$ cat config.mk
export PLATFORM = sky130hd
export DESIGN_NAME = wb_regfile
export DESIGN_NICKNAME = d
export VERILOG_FILES = /design/src/rtl/wb_regfile.sv
export SDC_FILE = /design/constraint.sdc
export NUM_CORES = 2
export LEC_CHECK = 0
export ABC_AREA = 1
export CORE_ASPECT_RATIO = 0.8
export CORE_MARGIN = 8
export CORE_UTILIZATION = 30
export DETAILED_ROUTE_END_ITERATION = 8
export GPL_ROUTABILITY_DRIVEN = 0
export PLACE_DENSITY_LB_ADDON = 0.12
export SLEW_MARGIN = 20
export SYNTH_ARGS = -nofsm -noshare
export SYNTH_HDL_FRONTEND = slang
export SYNTH_SLANG_ARGS = --single-unit
$ cat constraint.sdc
create_clock -name clk -period 3.45 [get_ports clk]
set_input_delay 0.345 -clock clk [delete_from_list [all_inputs] [get_ports clk]]
set_output_delay 0.345 -clock clk [all_outputs]
set_load 0.05 [all_outputs]
$ cat src/rtl/wb_regfile.sv
// ============================================================================
// Module   : wb_regfile
// Purpose  : MIPS write-back select, 32-entry register file with same-cycle
//            write-to-read bypass, and a committed-write counter.
// Revision : 1.0 - initial release
// ============================================================================
`default_nettype none

module wb_regfile #(
  parameter int DATA_WIDTH = 32,
  parameter int ADDR_WIDTH = 5,
  parameter int CNT_WIDTH  = 32
) (
  input  logic                  clk,
  input  logic                  rst_n,
  input  logic [1:0]            WB,
  input  logic [DATA_WIDTH-1:0] readData,
  input  logic [DATA_WIDTH-1:0] ALUResult,
  input  logic [ADDR_WIDTH-1:0] writeRegister,
  input  logic [ADDR_WIDTH-1:0] readReg1,
  input  logic [ADDR_WIDTH-1:0] readReg2,
  output logic [DATA_WIDTH-1:0] readData1,
  output logic [DATA_WIDTH-1:0] readData2,
  output logic [DATA_WIDTH-1:0] writeData,
  output logic                  regWrite_out,
  output logic [CNT_WIDTH-1:0]  commitCount
);

  localparam int                  c_NUM_REGS = 1 << ADDR_WIDTH;
  localparam int                  c_NUM_PORTS = 2;
  localparam logic [CNT_WIDTH-1:0] c_CNT_ONE = {{(CNT_WIDTH-1){1'b0}}, 1'b1};

  logic [DATA_WIDTH-1:0] r_regs [c_NUM_REGS];
  logic [CNT_WIDTH-1:0]  r_commit_count;

  logic [DATA_WIDTH-1:0] w_write_data;
  logic                  w_reg_write;
  logic [ADDR_WIDTH-1:0] w_rd_addr [c_NUM_PORTS];
  logic [DATA_WIDTH-1:0] w_rd_data [c_NUM_PORTS];

  assign w_write_data = WB[0] ? readData : ALUResult;
  assign w_reg_write  = WB[1] && (writeRegister != '0);

  always_ff @(posedge clk) begin
    if (!rst_n) begin
      for (int i = 0; i < c_NUM_REGS; i++) begin
        r_regs[i] <= '0;
      end
      r_commit_count <= '0;
    end else if (w_reg_write) begin
      r_regs[writeRegister] <= w_write_data;
      r_commit_count        <= r_commit_count + c_CNT_ONE;
    end
  end

  assign w_rd_addr[0] = readReg1;
  assign w_rd_addr[1] = readReg2;

  // Index 0 is forced to zero here rather than trusting the array, so a
  // stale bypass can never leak a value onto r0.
  generate
    for (genvar p = 0; p < c_NUM_PORTS; p++) begin : g_read_port
      always_comb begin
        w_rd_data[p] = r_regs[w_rd_addr[p]];
        if (w_rd_addr[p] == '0) begin
          w_rd_data[p] = '0;
        end else if (w_reg_write && (w_rd_addr[p] == writeRegister)) begin
          w_rd_data[p] = w_write_data;
        end
      end
    end
  endgenerate

  assign readData1    = w_rd_data[0];
  assign readData2    = w_rd_data[1];
  assign writeData    = w_write_data;
  assign regWrite_out = w_reg_write;
  assign commitCount  = r_commit_count;

endmodule

`default_nettype wire

Word-level counts from Yosys, hierarchy flattened:

Memories as Yosys holds them, arrays and structs flattened.
Index checks and enable logic that the tools add are counted.

* bits in registers: 32
* memories kept: 1
* RAM bits: 1024
* word-level logic and storage cells: 24
* memory bits (read-only): 0
* latch bits: 0

* div/mod/pow operators: 0
* add/sub/neg operators: 1
* $mul: 0
* mux-type cells: 12
* reductions and logical operators: 7
* equal/unequal tests: 2
* magnitude comparators: 0
* shifts and indexed selects: 0
* bitwise logic cells: 0

Memories
* r_regs: depth 32, width 32, rd ports 2, clocked after memory_dff 0, write ports 32, RTL line 33 `logic [DATA_WIDTH-1:0] r_regs [c_NUM_REGS];`

Operator list (count)
* $mux 32: 6
* $add 32x1->32 const B: 1
* $reduce_or 32->1: 1
* $eq 5x5->1: 2
* $logic_not 5->1: 2
* $mux 1: 5
* $mux 5: 1
* $reduce_bool 5->1: 1
* $logic_and 1x1->1: 3

Depth between registers and ports, before layout:

* depth in word-level cells: 7
* mapped depth: 13

Worst setup path before layout:

OpenSTA, ideal clock, no wires.

* path type: input -> output
* start point: input WB[0]
* end point: output readData2[13]
* data required time: 3105 ps
* path buffers: 2
* arrival: 2354 ps
* slack: 751 ps
* cell stages on the path: 6
* cells stage by stage: clkbuf_1 > clkbuf_1 > o21ai_1 > inv_1 > o21ai_0 > a21oi_1

* word-level cells in the longest chain between the ends: 3

Ends and longest elaborated chain
* start: declaration: RTL line 16 `input logic [1:0] WB,`
* $mux 32: RTL line 41 `assign w_write_data = WB[0] ? readData : ALUResult;`
* via writeData[13]: RTL line 24 `output logic [DATA_WIDTH-1:0] writeData,`
* $mux 32: RTL line 67 `end else if (w_reg_write && (w_rd_addr[p] == writeRegister)) begin`
* $mux 32: RTL line 65 `if (w_rd_addr[p] == '0) begin`
* end: declaration: RTL line 23 `output logic [DATA_WIDTH-1:0] readData2,`

The timed path passes the listed nets, and every way through them passes these cells.

Worst setup path in the final report:

* start point: input writeRegister[0]
* end point: output readData1[22]

* word-level cells in the longest chain between the ends: 5

Ends and longest elaborated chain
* start: declaration: RTL line 19 `input logic [ADDR_WIDTH-1:0] writeRegister,`
* $reduce_bool 5->1: RTL line 42 `assign w_reg_write = WB[1] && (writeRegister != '0);`
* $logic_and 1x1->1: RTL line 42
* $logic_and 1x1->1 *: RTL line 67
* $mux 32 *: RTL line 67
* $mux 32 *: RTL line 65
* end: declaration: RTL line 22 `output logic [DATA_WIDTH-1:0] readData1,`

Every way passes the cells marked *; elsewhere a longest branch is shown, timed or not.

==> results_dict.tcl <==
set metrics [dict create \
    timing.critical_path.required_ns 3.11 \
    dpl.hpwl_mm 166 \
    critical_path_peak_fanout 22 \
    overflow 0 \
    postSynthCellCount 7158 \
    async_flop_share_pct 0 \
    synthFlopType "sky130_fd_sc_hd__edfxtp_1" \
    sw_frac_of_total_pct 29.5 \
    yosysTopAreaCell "sky130_fd_sc_hd__edfxtp_1" \
    avgRoutedWirePerCell_microns 26.3 \
    drt.antenna.violating_nets 0 \
    worstSetupStartpoint "writeRegister[0]" \
    cts_tree "yes" \
    via_count_of_the_first_global_routing_pass 50000 \
    clk_latency_ns 0.74 \
    number_of_nets_in_the_layout 7288 \
    power.total_uw 34100 \
    initial_utilization_pct 30.1 \
    post_cts.resized_instances 0 \
    leading_cell_type_by_number_of_instances_after_synthesis "sky130_fd_sc_hd__nor2_1" \
    ioPinCount 212 \
    globalRouteTotalUtil_pct 23.6 \
    max-clock-path-buffers 3 \
    final-max-slew-violation-count 0 \
    final_layout_size_suffix_gt1_share_pct 10.0 \
    ctsHoldBuffers 0 \
    fin_crit_ns 3.29 \
    fraction_of_power_consumed_by_sequential_logic_pct 44.1 \
    hold_viol 0 \
    fin_skew_ns 0.00629 \
    cts_max_level 3 \
    fp-row-count 146 \
    slew-limit-headroom_pct 32.8 \
    syn_area_sq_um 59300 \
    synth_top_cells_by_area "sky130_fd_sc_hd__edfxtp_1 52%, sky130_fd_sc_hd__nor2_1 7.6%, sky130_fd_sc_hd__nand2_1 7.5%" \
    grt_antenna_before_repair 4 \
    synth-seq-cells 1056 \
    dr.pass1.iters 8 \
    vdd_ir_drop_max_mv 0.426 \
    hold_path_class "in2reg" \
    cts_num_sinks 1056 \
    finalSetupTns_ns 0 \
    cts_buffers 120 \
    power.net_switching_uw 10000 \
    number_of_unique_standard_cell_types_used_by_synthesis 31 \
    postCtsSetupBuffers 0 \
    first_pass_grt_wire_length_mm 369 \
    die-area_sq_um 212000 \
    outcome "complete, no violations" \
    wl_mm 260 \
    violation_count_after_the_first_detailed_routing_iteration 5567 \
    ys.warnings.count 0 \
    max_cap_violations 0 \
    worst_r2r_startpoint "commitCount[10]" \
    number_of_enable_type_register_cells_in_the_synthesized_netlist 1024 \
    vias_per_cell 5.38 \
    syn_avg_cell_area_sq_um 8.28 \
    die_w_microns 513 \
    clk_transition_reported_paths_ns 0.06 \
    critPathKind "in2out" \
    min_from "rst_n" \
    setup_repair_after_global_routing_missed_its_margin "false" \
    dr_total_vias 53200 \
    power_density_nw_per_um2 485 \
    timing_worst_slew_pin_value_ns 1.01 \
    largest_net_degree_at_the_start_of_global_routing 154 \
    int_pwr_uw 24000 \
    design.core.area_sq_um 197000 \
    max_clock_freq_mhz 304 \
    synth.top_cells.by_count "1198 x sky130_fd_sc_hd__nor2_1, 1178 x sky130_fd_sc_hd__nand2_1, 1024 x sky130_fd_sc_hd__edfxtp_1" \
    worst_setup_path_end_kind "primary output" \
    synthToLayoutAreaGrowth_pct 18.5 \
    yosysSeqAreaShare_pct 53.0 \
    finalSetupViolCount 0 \
    share_clk_of_total_power_pct 39.0 \
    synth_largest_type_area_fraction_pct 51.9 \
    die_y_microns 414 \
    static-leakage-power_uw 0.0279 \
    share_comb_of_total_power_pct 16.9 \
    data_arrival_time_of_the_critical_path_ns 2.95 \
    final_min_period_over_clock_period_pct 95.5 \
    start_kind "input port" \
    drcViolationCount 0 \
    place.port_buffers 211 \
    clk_root_buffer_cell "sky130_fd_sc_hd__clkbuf_16" \
]
==> sequential cells by signal (all words and copies together) (netlist names) <==
signal / count
commitCount: 32
r_regs: 1024
==> final cells by class <==
type	count	area, sq um
Fill cell	20100	127000
Antenna cell	2	5.00
Clock buffer	161	3310
Multi-Input combinational cell	4783	23000
Sequential cell	1056	31400
Timing Repair Buffer	545	6000
Tap cell	2590	3240
Clock inverter	64	636
Inverter	698	2640
==> path summary, 6_finish.rpt <==
| kind | endpoint | depth (start not counted) | slack (ns) |
|---|---|---|---|
| worst max-delay path | readData1[22] | 12 | 0.16 |
| worst min register to register | commitCount[4] | 2 | 0.51 |
| worst max register to register | commitCount[24] | 7 | 1.34 |
| worst min-delay path | commitCount[3] | 4 | 0.29 |
==> stage by stage <==
step	instance area, sq um	util, %	hold WS, ns	cells	worst slack, ns
detailed placement	66300	33.6	0.503	9672	0.203
floorplan	59400	-	0.610	7189	0.751
finish	70200	35.6	0.292	9899	0.156
global route	70200	35.6	0.277	9897	0.0919
CTS	70200	35.6	0.227	9897	0.162
global placement	66300	33.6	0.489	9672	0.177
==> power by group through the flow <==
stage	Clock (uW)	Combinational [uW]	Sequential [uW]
after CTS	13600	5730	15000
final	13300	5740	15000
after floorplan	0	3130	15200
after global routing	14000	6100	15100
after global placement	0	5710	15300
after detailed placement	0	5720	15300
==> kinds of logic after synthesis <==
family          after synthesis  synth area share (%)
compound gates             1440                  14.7
xor+xnor                     12                 0.177
fa+ha+maj                     1                0.0211
buf+inv                    1350                  9.19
flops                      1056                  53.0
other cells                   1               0.00633
simple gates               3298                  23.0
==> cells in the final DEF (no fill, tap or decap), types with 3 or more instances in the layout <==
cell                              synthesis  routed
sky130_fd_sc_hd__nor2_1                1198    1197
sky130_fd_sc_hd__nand2_1               1178    1114
sky130_fd_sc_hd__edfxtp_1              1024    1024
sky130_fd_sc_hd__nand3_1                845     845
sky130_fd_sc_hd__inv_1                  687     680
sky130_fd_sc_hd__o211ai_1               583     583
sky130_fd_sc_hd__o21ai_0                438     438
sky130_fd_sc_hd__a21oi_1                374     374
sky130_fd_sc_hd__buf_4                    0     284
sky130_fd_sc_hd__clkdlybuf4s50_1          0     128
sky130_fd_sc_hd__clkbuf_16                0     124
sky130_fd_sc_hd__buf_12                   0     124
sky130_fd_sc_hd__nand2_2                  1      63
sky130_fd_sc_hd__nor3_1                  33      33
sky130_fd_sc_hd__dfxtp_1                 32      32
sky130_fd_sc_hd__conb_1                   1      32
sky130_fd_sc_hd__clkbuf_1               307      30
sky130_fd_sc_hd__clkinv_1                 2      27
sky130_fd_sc_hd__or2_2                   27      27
sky130_fd_sc_hd__o21ai_4                  0      22
sky130_fd_sc_hd__clkinv_2                 0      22
sky130_fd_sc_hd__bufinv_16                0      13
sky130_fd_sc_hd__inv_2                    9      12
sky130_fd_sc_hd__o21ai_2                  0      10
sky130_fd_sc_hd__a211oi_1                 9       9
sky130_fd_sc_hd__xor2_1                   8       8
sky130_fd_sc_hd__nand4_1                  7       7
sky130_fd_sc_hd__clkbuf_8                 0       7
sky130_fd_sc_hd__inv_6                    0       5
sky130_fd_sc_hd__xnor2_1                  4       4
sky130_fd_sc_hd__buf_8                    0       4
sky130_fd_sc_hd__nor2_2                   3       3
sky130_fd_sc_hd__buf_6                    0       3
==> metal layers <==
metal,vias to the layer above,part of all wire [%],GRT usage (%)
li1,24400,-,-
met1,26100,44,32.5
met2,2334,45,37.3
met3,393,7.3,3.96
met4,0,4.1,8.49
met5,-,0,0
==> critical path, cell delays in order <==
cell	delay, ns
sky130_fd_sc_hd__clkdlybuf4s50_1	0.66
sky130_fd_sc_hd__buf_4	0.27
sky130_fd_sc_hd__nand2_1	0.07
sky130_fd_sc_hd__nand4_1	0.12
sky130_fd_sc_hd__nor3_1	0.30
sky130_fd_sc_hd__nand2_4	0.34
sky130_fd_sc_hd__buf_4	0.33
sky130_fd_sc_hd__o21ai_0	0.16
sky130_fd_sc_hd__inv_1	0.05
sky130_fd_sc_hd__nand2_1	0.06
sky130_fd_sc_hd__inv_1	0.05
sky130_fd_sc_hd__buf_4	0.18
Note: power is estimated with default switching activity, not from simulation.
